## src/rtl/car_alarm_ctrl.sv

```systemverilog
// Car alarm controller: registered lights-left-on reminder plus an arm/disarm FSM
// with exit delay, entry delay, timed siren and retrigger lockout. All outputs registered.
module car_alarm_ctrl #(
  parameter int NUM_DOORS    = 4,
  parameter int ARM_DELAY    = 4,
  parameter int ENTRY_DELAY  = 8,
  parameter int SIREN_CYCLES = 16,
  parameter int MAX_TRIGGERS = 3,
  parameter int CNT_W        = 8
) (
  input  logic                 clk,
  input  logic                 reset,
  input  logic                 IgnitionSignalOn,
  input  logic                 CarLightsOnSign,
  input  logic [NUM_DOORS-1:0] OpenDoorSign,
  input  logic                 ArmRequest,
  input  logic                 DisarmRequest,
  output logic                 PassiveSignal,
  output logic                 SirenOn,
  output logic                 Armed,
  output logic                 ArmFail,
  output logic [2:0]           AlarmState,
  output logic [NUM_DOORS-1:0] TriggerDoor
);

  typedef enum logic [2:0] {
    S_DISARMED = 3'd0,
    S_ARMING   = 3'd1,
    S_ARMED    = 3'd2,
    S_ENTRY    = 3'd3,
    S_ALARM    = 3'd4,
    S_LOCKOUT  = 3'd5
  } state_t;

  localparam logic [CNT_W-1:0] ARM_LOAD   = CNT_W'(ARM_DELAY - 1);
  localparam logic [CNT_W-1:0] ENTRY_LOAD = CNT_W'(ENTRY_DELAY - 1);
  localparam logic [CNT_W-1:0] SIREN_LOAD = CNT_W'(SIREN_CYCLES - 1);
  localparam logic [3:0]       TRIG_MAX   = 4'(MAX_TRIGGERS);

  state_t               r_state;
  logic [CNT_W-1:0]     r_cnt;
  logic [3:0]           r_trig;
  logic                 r_passive;
  logic                 r_siren;
  logic                 r_armed;
  logic                 r_fail;
  logic [NUM_DOORS-1:0] r_trig_door;

  logic                 w_door_open;
  logic [3:0]           w_trig_next;

  assign w_door_open = |OpenDoorSign;
  assign w_trig_next = (r_trig == TRIG_MAX) ? r_trig : r_trig + 4'd1;

  always_ff @(posedge clk) begin
    if (reset) begin
      r_state     <= S_DISARMED;
      r_cnt       <= '0;
      r_trig      <= '0;
      r_passive   <= 1'b0;
      r_siren     <= 1'b0;
      r_armed     <= 1'b0;
      r_fail      <= 1'b0;
      r_trig_door <= '0;
    end else begin
      r_passive <= CarLightsOnSign & w_door_open & ~IgnitionSignalOn;
      r_fail    <= 1'b0;
      if (DisarmRequest) begin
        r_state     <= S_DISARMED;
        r_cnt       <= '0;
        r_trig      <= '0;
        r_siren     <= 1'b0;
        r_armed     <= 1'b0;
        r_trig_door <= '0;
      end else begin
        case (r_state)
          S_DISARMED: begin
            if (ArmRequest && !IgnitionSignalOn) begin
              r_state <= S_ARMING;
              r_cnt   <= ARM_LOAD;
            end
          end
          S_ARMING: begin
            // Doors are only judged on the last exit-delay cycle.
            if (r_cnt != '0) begin
              r_cnt <= r_cnt - 1'b1;
            end else if (w_door_open) begin
              r_state <= S_DISARMED;
              r_fail  <= 1'b1;
            end else begin
              r_state <= S_ARMED;
              r_armed <= 1'b1;
            end
          end
          S_ARMED: begin
            if (IgnitionSignalOn) begin
              r_state <= S_ALARM;
              r_cnt   <= SIREN_LOAD;
              r_siren <= 1'b1;
              r_trig  <= w_trig_next;
            end else if (w_door_open) begin
              r_state     <= S_ENTRY;
              r_cnt       <= ENTRY_LOAD;
              r_trig_door <= r_trig_door | OpenDoorSign;
            end
          end
          S_ENTRY: begin
            r_trig_door <= r_trig_door | OpenDoorSign;
            if (IgnitionSignalOn || r_cnt == '0) begin
              r_state <= S_ALARM;
              r_cnt   <= SIREN_LOAD;
              r_siren <= 1'b1;
              r_trig  <= w_trig_next;
            end else begin
              r_cnt <= r_cnt - 1'b1;
            end
          end
          S_ALARM: begin
            if (r_cnt != '0) begin
              r_cnt <= r_cnt - 1'b1;
            end else begin
              r_siren <= 1'b0;
              r_state <= (r_trig == TRIG_MAX) ? S_LOCKOUT : S_ARMED;
            end
          end
          S_LOCKOUT: begin
            r_siren <= 1'b0;
          end
          default: begin
            r_state <= S_DISARMED;
            r_cnt   <= '0;
            r_siren <= 1'b0;
            r_armed <= 1'b0;
          end
        endcase
      end
    end
  end

  assign PassiveSignal = r_passive;
  assign SirenOn       = r_siren;
  assign Armed         = r_armed;
  assign ArmFail       = r_fail;
  assign AlarmState    = r_state;
  assign TriggerDoor   = r_trig_door;

endmodule

```

## config.mk

```make
export PLATFORM = sky130hd
export DESIGN_NAME = car_alarm_ctrl
export DESIGN_NICKNAME = d
export VERILOG_FILES = /design/src/rtl/car_alarm_ctrl.sv
export SDC_FILE = /design/constraint.sdc
export NUM_CORES = 1
export LEC_CHECK = 0
export CAP_MARGIN = 10
export CORE_ASPECT_RATIO = 1.5
export CORE_MARGIN = 1
export CORE_UTILIZATION = 52
export CTS_CLUSTER_SIZE = 28
export DETAILED_ROUTE_END_ITERATION = 10
export PLACE_DENSITY = 0.78
export SYNTH_ARGS = -nofsm -noshare
export SYNTH_HDL_FRONTEND = slang
export SYNTH_SLANG_ARGS = --single-unit
```

## constraint.sdc

```tcl
create_clock -name clk -period 1.87 [get_ports clk]
set_input_delay 0.374 -clock clk [delete_from_list [all_inputs] [get_ports clk]]
set_output_delay 0.374 -clock clk [all_outputs]
set_load 0.05 [all_outputs]
```

== Word level (Yosys, flattened, before mapping) ==
Cells that the tools add are included.

* Register bits after elaboration: 23
* Input port bits: 10
* Output and inout port bits: 11
* Word-level logic and storage cells: 83

* Add/sub/neg operators: 2
* Eq/ne operators: 16
* Multiplexer cells: 30
* Bitwise logic cells: 8
* Reduce and logical (&&, ||, !) cells: 19

{| class="wikitable"
|+ Operators with widths
! cell !! count
|-
| 8-bit two-way mux || 5
|-
| 8-bit case mux with 5 select lines || 1
|-
| 3-bit two-way mux || 7
|-
| 4-bit two-way mux || 5
|-
| 3-bit case mux with 6 select lines || 1
|-
| 2-bit != test, second input constant || 8
|-
| 4-bit case mux with 2 select lines || 2
|-
| 3-bit AND reduction || 3
|-
| 8-bit zero test || 1
|-
| 4-bit AND reduction || 2
|-
| 8-bit nonzero test || 1
|-
| 4-bit OR reduction || 2
|-
| 8-bit by 1-bit subtractor with 8-bit output, second input constant || 1
|-
| 3-bit by 2-bit equality test with 1-bit output, second input constant || 2
|-
| 3-bit equality test, second input constant || 2
|-
| 1-bit two-way mux || 6
|-
| 6-bit AND reduction || 1
|-
| 2-bit OR reduction || 3
|-
| 1-bit inverter || 5
|-
| 5-bit OR reduction || 1
|-
| 4-bit by 1-bit adder with 4-bit output, second input constant || 1
|-
| 4-bit by 2-bit equality test with 1-bit output, second input constant || 1
|-
| 4-bit bitwise OR || 1
|-
| 1-bit case mux with 4 select lines || 1
|-
| other kinds (11) || 12
|}

== Longest topological paths before layout ==
Gate-level depths: netlist (run 1).

* Depth in word-level cells: 4
* Depth in mapped cells: 8
* Depth with buffers taken out: 7

== Worst setup path after synthesis (run 1) ==
OpenSTA, ideal clock, no wires.

* Path kind: register -> register
* Start point: register r_state[2] (netlist: AlarmState[2])
* End point: register r_cnt[2]
* Setup time: 0.119 ns
* Arrival: 1.682 ns
* Required time: 1.751 ns
* Path slack: 0.069 ns
* Cell stages (with the launch flop): 6
* Path buffers: 1
* Clock period less this slack: 1.801 ns
* Cell sequence: dfxtp_1 > clkbuf_1 > nand2b_1 > a21boi_0 > o211ai_1 > o221a_1

* Longest elaborated chain between the ends: 4
* Elaborated cells between the ends (all ways): 13

{| class="wikitable"
|+ Ends and longest elaborated chain
! what !! RTL line !! source
|-
| from (decl) || 40 || <nowiki>state_t r_state;</nowiki>
|-
| from (signal assigned) || 123 || <nowiki>r_state <= (r_trig == TRIG_MAX) ? S_LOCKOUT : S_ARMED;</nowiki>
|-
| 3-bit equality test or 3-bit by 1-bit equality test with 1-bit output (tied branches) || 76 || <nowiki>case (r_state)</nowiki>
|-
| 2-bit OR reduction (no line) || -- ||
|-
| 2-bit by 1-bit != test with 1-bit output (no line) || -- ||
|-
| 4-bit AND reduction (no line) || -- ||
|-
| to (signal assigned) || 86 || <nowiki>r_cnt <= r_cnt - 1'b1;</nowiki>
|-
| to (signal assigned) || 115 || <nowiki>r_cnt <= r_cnt - 1'b1;</nowiki>
|-
| to (signal assigned) || 120 || <nowiki>r_cnt <= r_cnt - 1'b1;</nowiki>
|-
| to (decl) || 41 || <nowiki>logic [CNT_W-1:0] r_cnt;</nowiki>
|}

Several ways; a longest one is shown, not always the timed one.
A chain may end at the register's enable or synchronous reset.

== Worst setup path after layout (run 1) ==
* Start point: register r_siren (netlist: SirenOn)
* End point: output SirenOn

{| class="wikitable"
|+ RTL lines
! what !! RTL line !! source
|-
| from (decl) || 44 || <nowiki>logic r_siren;</nowiki>
|-
| from (signal assigned) || 61 || <nowiki>r_siren <= 1'b0;</nowiki>
|-
| from (signal assigned) || 72 || <nowiki>r_siren <= 1'b0;</nowiki>
|-
| from (signal assigned) || 99 || <nowiki>r_siren <= 1'b1;</nowiki>
|-
| to (decl) || 19 || <nowiki>output logic SirenOn,</nowiki>
|}

No word-level cell between the ends.

==> summary.md, run 1 <==
| Metric | Value |
|---|---|
| Post-Layout Cell Count | `211` |
| Worst setup SP type | `register` |
| Post-Synth Adder-Cell Area | `0.0187` |
| Worst min-delay path class | `register to register` |
| Crit. End Element | `output port` |
| M2 GR Usage | `0.473` |
| Post-Syn Area | `1340 um^2` |
| Synth Area in Simple Gates | `0.292` |
| Nets | `200` |
| Overall power | `1.14 mW` |
| Wire per inst | `15.2 um` |
| Required @ worst endpoint | `1.50 ns` |
| # IOs | `21` |
| Initial DRC count | `34` |
| Cell chain of the critical path | `clkdlybuf4s50_1` |
| Synth area leaders | `dfxtp_1 34%, nor2_1 5.1%, a21oi_1 4.9%` |
| CTS tree | `yes` |
| Most frequent cell after synthesis | `dfxtp_1` |
| Routed Antenna Nets | `0` |
| DRC viols | `0` |
| Hold_buf cts | `0` |
| Register area share after synthesis | `0.345` |
| Clock-pin slew on the worst setup and hold paths | `0.13 ns` |
| IO buf count | `20` |
| Via count | `1268` |
| Mux cell area share after synthesis | `0.00750` |
| Total gr overflow | `0` |
| Fmax | `0.544 GHz` |
| Post-synth top area share | `0.345` |
| Vias per cell | `6.01` |
| Reg2Reg Setup Slack | `0.10 ns` |
| Antenna violations before repair | `0` |
| Cell area power density | `658 nW/um^2` |
| Tcrit/Tclk final | `0.983` |
| LEAKAGE | `0.719 nW` |
| Synth-to-Final Area Change | `30.3%` |
| Largest net degree at the start of global routing | `14` |
| Crit Path Max Fanout | `2` |
| Status | `finished, final reports clean` |
| Synthesis Warnings | `0` |
| Synth Area in XOR/XNOR | `0.0262` |
| Total Routed Length | `3.20 mm` |
| Largest family of logic cells by synthesized area | `simple AND/OR/NAND/NOR gates` |
| Die height | `64.1 um` |
| Async S/R FF share, synth | `0` |
| Tmin final | `1.84 ns` |
| Worst-Skew Late Latency | `0.31 ns` |
| Mapped Cells | `156` |
| Number of synthesized register bits | `23` |
| Worst path slowest cell | `clkdlybuf4s50_1` |
| Bufs on Longest Clock Path | `2` |
| Root Driver | `clkbuf_4` |
| Syn_nets | `168` |
| Hold WS | `0.485 ns` |
| Max-cap viol count | `0` |
| Chip width | `43.4 um` |
| Cells after DPL | `206` |
| Initial core utilization | `0.545` |
| Distinct cells, synth | `50` |
| Slew @ Worst Pin | `0.504 ns` |
| GR Util All Layers | `0.251` |
| H-Tree Depth | `1` |
| Clock skew | `0.00499 ns` |
| WS Path Type | `register to output port` |
| M3 GR Usage | `0.0254` |
| Vias in the first global route | `1245` |
| First-pass GRT wire length | `5.41 mm` |
| Pre-antenna DRT Iters | `4` |
| CP bufs+invs | `1` |
| Post-synth EDFFs | `0` |
| Worst rel slew slack | `0.663` |
| CTS Buf Count | `3` |
| Compound-gate portion of the synthesized area | `0.267` |
| Final HPWL DP | `2.47 mm` |
| CP delay by family, top | `buffers and inverters` |
| Row count | `22` |
| WP data arrival | `1.46 ns` |
| Crit-path max cell delay | `0.80 ns` |
| ANT cells | `0` |
| Cell Area, Placed | `1650 um^2` |
| Final setup vio count | `0` |
| GRT busiest layer | `met2` |
| Clock sink count | `23` |
| Post-synth top area cell | `dfxtp_1` |
| Max-slew violation count | `0` |
| Avg Synthesized Cell Area | `8.56 um^2` |
| Fin. Hold Viols | `0` |
| Main synth FF type | `dfxtp_1` |
| Finished Cell Area | `1740 um^2` |
| RD Place Congestion | `0.838` |
| Most common library cells after synthesis | `23 x dfxtp_1, 18 x nor2_1, 13 x a21oi_1` |
| Die area | `2780 um^2` |
| Number of filler cells placed in the layout | `205` |
| Utilization after layout | `0.710` |
| Core Box Area | `2450 um^2` |
| Layout cell share with drive strength beyond 1 | `0.235` |
| GRT met1 Usage | `0.283` |
| Max IR drop VDD | `434 uV` |
[metal layers]
metal | wire (um) | vias up
li1 | - | 634
met1 | 1290 | 598
met2 | 1790 | 32
met3 | 85 | 4
met4 | 29 | 0
met5 | 0 | -
[worst paths after layout]
kind	endpoint	start	cells after the start
setup / recovery	SirenOn	SirenOn	1
hold / removal	TriggerDoor[3]	TriggerDoor[3]	2
setup reg to reg	r_cnt[2]	r_cnt[1]	7
hold reg to reg	TriggerDoor[3]	TriggerDoor[3]	2
[state kept, by name, summed over array words and instances, names as in the netlist]
register,cells
AlarmState,3
r_cnt,8
TriggerDoor,4
Armed,1
PassiveSignal,1
ArmFail,1
SirenOn,1
r_trig,4
[timing repair]
action                                  4_1_cts  5_1_grt
resized for setup                             2       14
setup buffers                                 0        1
endpoints found under the hold margin         0        0
endpoints found under the setup margin        4       13
pin swaps                                     0        3
[worst register-to-register path, stage by stage (launching register included)]
cell and delay (ns):
dfxtp_1 0.37, inv_1 0.10, ha_4 0.15, nor4b_4 0.30, and2_4 0.26, and2_4 0.18, nor2_2 0.06, o221a_1 0.24
[cell type report]
class	instances	area, um^2	area share
Tap cell	24	30.0	0.0173
Sequential cell	23	460	0.265
Clock buffer	4	26.3	0.0151
Multi-Input combinational cell	121	860	0.494
Timing Repair Buffer	34	344	0.198
Inverter	5	18.8	0.0108
[cell usage in the layout (no fill, tap or decap), types with 4 or more instances in the layout]
| master | synthesis | routed |
|---|---|---|
| dfxtp_1 | 23 | 23 |
| nor2_1 | 18 | 18 |
| buf_4 | 1 | 14 |
| clkdlybuf4s50_1 | 0 | 12 |
| a21oi_1 | 13 | 11 |
| nand2_1 | 10 | 8 |
| nor3_1 | 7 | 6 |
| inv_1 | 5 | 5 |
| nand2b_1 | 5 | 5 |
| nor3_2 | 3 | 4 |
| o21ai_0 | 4 | 4 |
| o21a_1 | 4 | 4 |
| dlymetal6s2s_1 | 0 | 4 |
[per-stage QoR]
step | TNS, ns | setup slack (ns)
global route | -0.0261 | -0.0186
detailed placement | -1.87 | -0.231
floorplan | 0 | 0.0693
CTS | 0 | 0.00158
finish | 0 | 0.0312
global placement | -1.69 | -0.214
[where the power goes]
group	switching (mW)	internal [mW]	leakage [nW]	total, mW
clock	0.150	0.0834	0.0150	0.234
combinational	0.211	0.175	0.518	0.385
sequential	0.0206	0.504	0.186	0.525
[kinds of logic (layout without fill, tap and decap cells)]
group                      count (synthesis)  in the layout
DFF                                       23             23
xor gates and xnor gates                   4              4
and+or+nand+nor                           65             65
adders and majority gates                  2              2
AOI/OAI and AO/OA                         49             49
muxes                                      1              1
buffers and inverters                     12             43
Power figures use the tool's default switching activity.
==> run 2, diff against run 1 <==
- CORE_MARGIN: 1 -> 3
==> run 2 against run 1 <==
Final area is 2.5% higher. Largest cell class unchanged. Clock power is 5% higher. Critical path depth is 7 higher. Highest routed layer unchanged. Largest power group unchanged. First-iteration DRC count stayed put. Global-route usage is 1.6 points lower. Clock skew is 0.0017 ns lower.
==> summary.md, run 2 (synthesis gave the netlist of run 1 again) <==
| Metric | Value |
|---|---|
| Total gr overflow | `0` |
| # IOs | `21` |
| Vias per cell | `6.00` |
| Largest net degree at the start of global routing | `13` |
| Cell chain of the critical path | `inv_1, ha_4, nor4b_4, a211oi_2, nor2_2, buf_4, nor3_2, a32o_1` |
| Utilization after layout | `0.762` |
| Crit-path max cell delay | `0.34 ns` |
| Root Driver | `clkbuf_4` |
| Antenna violations before repair | `0` |
| Status | `finished, final reports clean` |
| Hold WS | `0.487 ns` |
| Setup TNS Final | `0 ns` |
| Layout cell share with drive strength beyond 1 | `0.267` |
| DRC viols | `0` |
| Highest-count cells in the layout ignoring fill and taps | `22 x dfxtp_1, 18 x nor2_1, 18 x buf_4` |
| Worst min-delay path class | `register to register` |
| Cell Area, Placed | `1660 um^2` |
| Post-Layout Cell Count | `214` |
| Nets | `204` |
| Worst rel slew slack | `0.662` |
| Initial DRC count | `34` |
| Cells after DPL | `206` |
| Fmax | `0.548 GHz` |
| Top reg by flops | `r_cnt` |
| RD Place Congestion | `0.853` |
| Final setup vio count | `0` |
| Worst-Skew Late Latency | `0.33 ns` |
| CTS tree | `yes` |
| Worst path slowest cell | `dfxtp_2` |
| Final HPWL DP | `2.40 mm` |
| Total Routed Length | `3.38 mm` |
| CTS Buf Count | `3` |
| Tmin final | `1.83 ns` |
| LEAKAGE | `0.793 nW` |
| Pre-antenna DRT Iters | `4` |
| IO buf count | `20` |
| First-pass GRT wire length | `5.51 mm` |
| Die height | `68.1 um` |
| Synth-to-Final Area Change | `33.6%` |
| Wire per inst | `15.8 um` |
| Vias in the first global route | `1287` |
| GR Util All Layers | `0.235` |
| Overall power | `1.17 mW` |
| Finished Cell Area | `1780 um^2` |
| Largest register FFs | `8` |
| WP data arrival | `2.06 ns` |
| Die area | `3220 um^2` |
| Row count | `21` |
| ANT cells | `0` |
| Clock-pin slew on the worst setup and hold paths | `0.13 ns` |
| Crit Path Max Fanout | `5` |
| Commonest non-fill, non-tap cell in the layout | `dfxtp_1` |
| Initial core utilization | `0.571` |
| CP delay by family, top | `simple AND/OR/NAND/NOR gates` |
| Crit. End Element | `register` |
| Clock skew | `0.00329 ns` |
| H-Tree Depth | `1` |
| Max-cap viol count | `0` |
| Core Box Area | `2340 um^2` |
| Cell area power density | `658 nW/um^2` |
| Number of filler cells placed in the layout | `175` |
| Max IR drop VDD | `481 uV` |
| Fin. Hold Viols | `0` |
| Via count | `1285` |
| CP bufs+invs | `2` |
| Slew @ Worst Pin | `0.506 ns` |
| Chip width | `47.4 um` |
| Tcrit/Tclk final | `0.977` |
| Routed Antenna Nets | `0` |
| Max-slew violation count | `0` |
| Required @ worst endpoint | `2.11 ns` |
| Setup ws final | `0.0436 ns` |
| Worst setup SP type | `register` |
| WS Path Type | `register to register` |
| Place WS | `-0.218 ns` |
| Bufs on Longest Clock Path | `2` |
| Clock sink count | `23` |
run 2: path summary, 6_finish.rpt:
check | start | end | slack (ns) | depth (start not counted)
max reg2reg | r_cnt[1] | r_cnt[4] | 0.04 | 8
min reg2reg | TriggerDoor[3] | TriggerDoor[3] | 0.49 | 2
min | TriggerDoor[3] | TriggerDoor[3] | 0.49 | 2
max | r_cnt[1] | r_cnt[4] | 0.04 | 8
run 2: worst min-delay path, stage by stage (launching register included):
cell and delay (ns):
dfxtp_1 0.35, a21oi_1 0.04, nor2_1 0.07
run 2: report_power, final:
group          switching, mW  internal, mW  leakage (nW)
Clock                  0.162        0.0839        0.0150
Sequential            0.0195         0.505         0.187
Combinational          0.218         0.185         0.592
Total                  0.400         0.774         0.793
run 2: timing repair:
item	in CTS	in global routing
hold buffers	0	0
pin swaps	0	5
resized for setup	2	20
endpoints found under the setup margin	6	21
buffers inserted	0	4
run 2: final cells by class:
cell class | instances | area, um^2 | area share
inverters | 5 | 18.8 | 0.0105
multi-input cells | 121 | 866 | 0.486
flip-flops and latches | 23 | 462 | 0.259
clock buffers | 4 | 26.3 | 0.0147
repair buffers | 38 | 382 | 0.214
well taps | 23 | 28.8 | 0.0161
run 2: metal layers:
layer  up-vias  GRT usage  part of all wire  routed length (um)
met5         -          0                 0                   0
met4         0      0.145             0.024                  82
met3         7     0.0395             0.040                 135
met2        33      0.401              0.52                1770
met1       604      0.255              0.41                1400
li1        641          -                 -                   -
==> run 3, diff against run 2 <==
- CORE_UTILIZATION: 52 -> 25
- CTS_BUF_LIST: not set -> sky130_fd_sc_hd__clkbuf_8
- PLACE_DENSITY: 0.78 -> not set
==> run 3 against run 2 <==
Final area rose by 1.3%. Clock-buffer cell count shrank 1. Worst hold slack worse by 0.0070 ns. Register-to-register slack lost 0.02 ns. Cell count increased by 20%. First-iteration DRC count decreased by 29%. Sequential power is essentially flat. Setup slack worse by 0.024 ns. Global-route usage shrank 12 points. Critical endpoint is now r_cnt[2]. Highest routed layer unchanged.
==> summary.md, run 3 (synthesis gave the netlist of run 1 again) <==
| Metric | Value |
|---|---|
| Hold path depth | `2` |
| Chip width | `65.7 um` |
| Largest net degree at the start of global routing | `14` |
| Final setup vio count | `0` |
| LEAKAGE | `0.663 nW` |
| Unrepaired setup endpoints after global routing | `yes` |
| WP data arrival | `2.01 ns` |
| Finished Cell Area | `1810 um^2` |
| Layout cell share with drive strength beyond 1 | `0.275` |
| Max IR drop VDD | `347 uV` |
| Nets | `202` |
| CTS tree | `yes` |
| WS Path Type | `register to register` |
| Via count | `1230` |
| Fin. Hold Viols | `0` |
| Crit. End Element | `register` |
| Root Driver | `clkbuf_8` |
| # IOs | `21` |
| Row count | `32` |
| CTS Buf Count | `3` |
| Critical R2R Capture | `r_cnt[2]` |
| Hold Crit Start | `TriggerDoor[0]` |
| DRC viols | `0` |
| Utilization after layout | `0.350` |
| Fmax | `0.540 GHz` |
| Reg-to-Reg Start | `r_cnt[1]` |
| Commonest non-fill, non-tap cell in the layout | `dfxtp_1` |
| Hold_buf cts | `0` |
| Die area | `6270 um^2` |
| IO buf count | `20` |
| Worst setup SP type | `register` |
| Vias in the first global route | `1271` |
| Area of the multi-input gates | `851 um^2` |
| Clock-pin slew on the worst setup and hold paths | `0.08 ns` |
| Overall power | `1.23 mW` |
| Clock sink count | `23` |
| Cell area power density | `682 nW/um^2` |
| ANT cells | `0` |
| Worst rel slew slack | `0.663` |
| Register Area | `462 um^2` |
| Initial core utilization | `0.258` |
| Top reg by flops | `r_cnt` |
| Worst min-delay path class | `register to register` |
| Slew @ Worst Pin | `0.504 ns` |
| Setup TNS Final | `0 ns` |
| Tmin final | `1.85 ns` |
| Worst-Skew Late Latency | `0.27 ns` |
| Final HPWL DP | `2.66 mm` |
| Bufs on Longest Clock Path | `2` |
| Highest-count cells in the layout ignoring fill and taps | `22 x dfxtp_1, 19 x buf_4, 17 x nor2_1` |
| Crit Path Max Fanout | `5` |
| Number of filler cells placed in the layout | `520` |
| Tcrit/Tclk final | `0.990` |
| Die height | `95.5 um` |
| Core Box Area | `5160 um^2` |
| RD Place Congestion | `0.823` |
| Place WS | `-0.211 ns` |
| Synth-to-Final Area Change | `35.2%` |
| First-pass GRT wire length | `5.81 mm` |
| Largest register FFs | `8` |
| Initial DRC count | `24` |
| Reg2Reg Depth | `7` |
| Wire per inst | `13.3 um` |
| Total Routed Length | `3.42 mm` |
| Cell Area, Placed | `1700 um^2` |
| Vias per cell | `4.79` |
| Max-cap viol count | `0` |
| Status | `finished, final reports clean` |
| Setup ws final | `0.0193 ns` |
| Total gr overflow | `0` |
| Max-slew violation count | `0` |
| H-Tree Depth | `1` |
| Reg2Reg Setup Slack | `0.02 ns` |
| WHS Endpoint | `TriggerDoor[0]` |
| GR Util All Layers | `0.116` |
| Clock skew | `0.00232 ns` |
| Required @ worst endpoint | `2.02 ns` |
| Routed Antenna Nets | `0` |
| Antenna violations before repair | `0` |
| Pre-antenna DRT Iters | `4` |
## run 3: cell types whose count changed in the layout (fill, tap and decap cells not counted)
cell	previous run	this run
a21oi_1	11	13
a21oi_2	3	1
buf_4	18	19
clkbuf_1	1	0
clkbuf_4	3	0
clkbuf_8	0	3
clkdlybuf4s50_1	9	14
clkinv_2	0	1
dlygate4sd2_1	1	0
dlymetal6s2s_1	7	0
ha_2	0	1
ha_4	1	0
nor2_1	18	17
nor2_2	2	3
## run 3: repair_timing
item,CTS,global route
buffers inserted,0,3
setup endpoints to repair,0,10
resized for setup,0,12
## run 3: stage by stage
step / hold WS (ns) / std cells
2_1_floorplan: 0.453 / 156
3_3_place_gp: 0.454 / 250
3_5_place_dp: 0.459 / 250
4_1_cts: 0.479 / 254
5_1_grt: 0.497 / 257
6_report: 0.480 / 257
## run 3: layout make-up
cell class,count,share of cell area
Clock buffer,3,0.0229
Clock inverter,1,0.00277
Inverter,5,0.0104
Multi-Input combinational cell,121,0.471
Sequential cell,23,0.256
Tap cell,68,0.0471
Timing Repair Buffer,36,0.190
## run 3: routing by layer
metal	vias up	wire, um	track usage
met2	20	1900	0.211
met1	566	1350	0.127
li1	636	-	-
met4	0	76	0.0571
met3	8	93	0.0189
met5	-	0	0
## run 3: critical path: stages (launching register included)
cell and delay, ns:
dfxtp_1 0.34, inv_1 0.07, ha_2 0.19, nor4b_4 0.37
and2_4 0.26, and2_4 0.18, nor2_2 0.06, o221a_1 0.25
## run 3: how the worst max path moves through the flow
stage,start,endpoint,slack (ns),cells past startpoint
floorplan,AlarmState[2],r_cnt[2],0.07,5
global placement,IgnitionSignalOn,r_cnt[7],-0.19,6
detailed placement,IgnitionSignalOn,r_cnt[7],-0.21,6
CTS,r_cnt[0],r_cnt[2],0.02,7
global route,r_cnt[1],r_cnt[4],-0.05,8
finish,r_cnt[1],r_cnt[2],0.02,7
## run 3: report_power, final
group	switching [mW]	total [mW]	internal (mW)
combinational	0.215	0.394	0.179
sequential	0.0201	0.524	0.504
clock	0.164	0.313	0.149
total	0.399	1.23	0.832
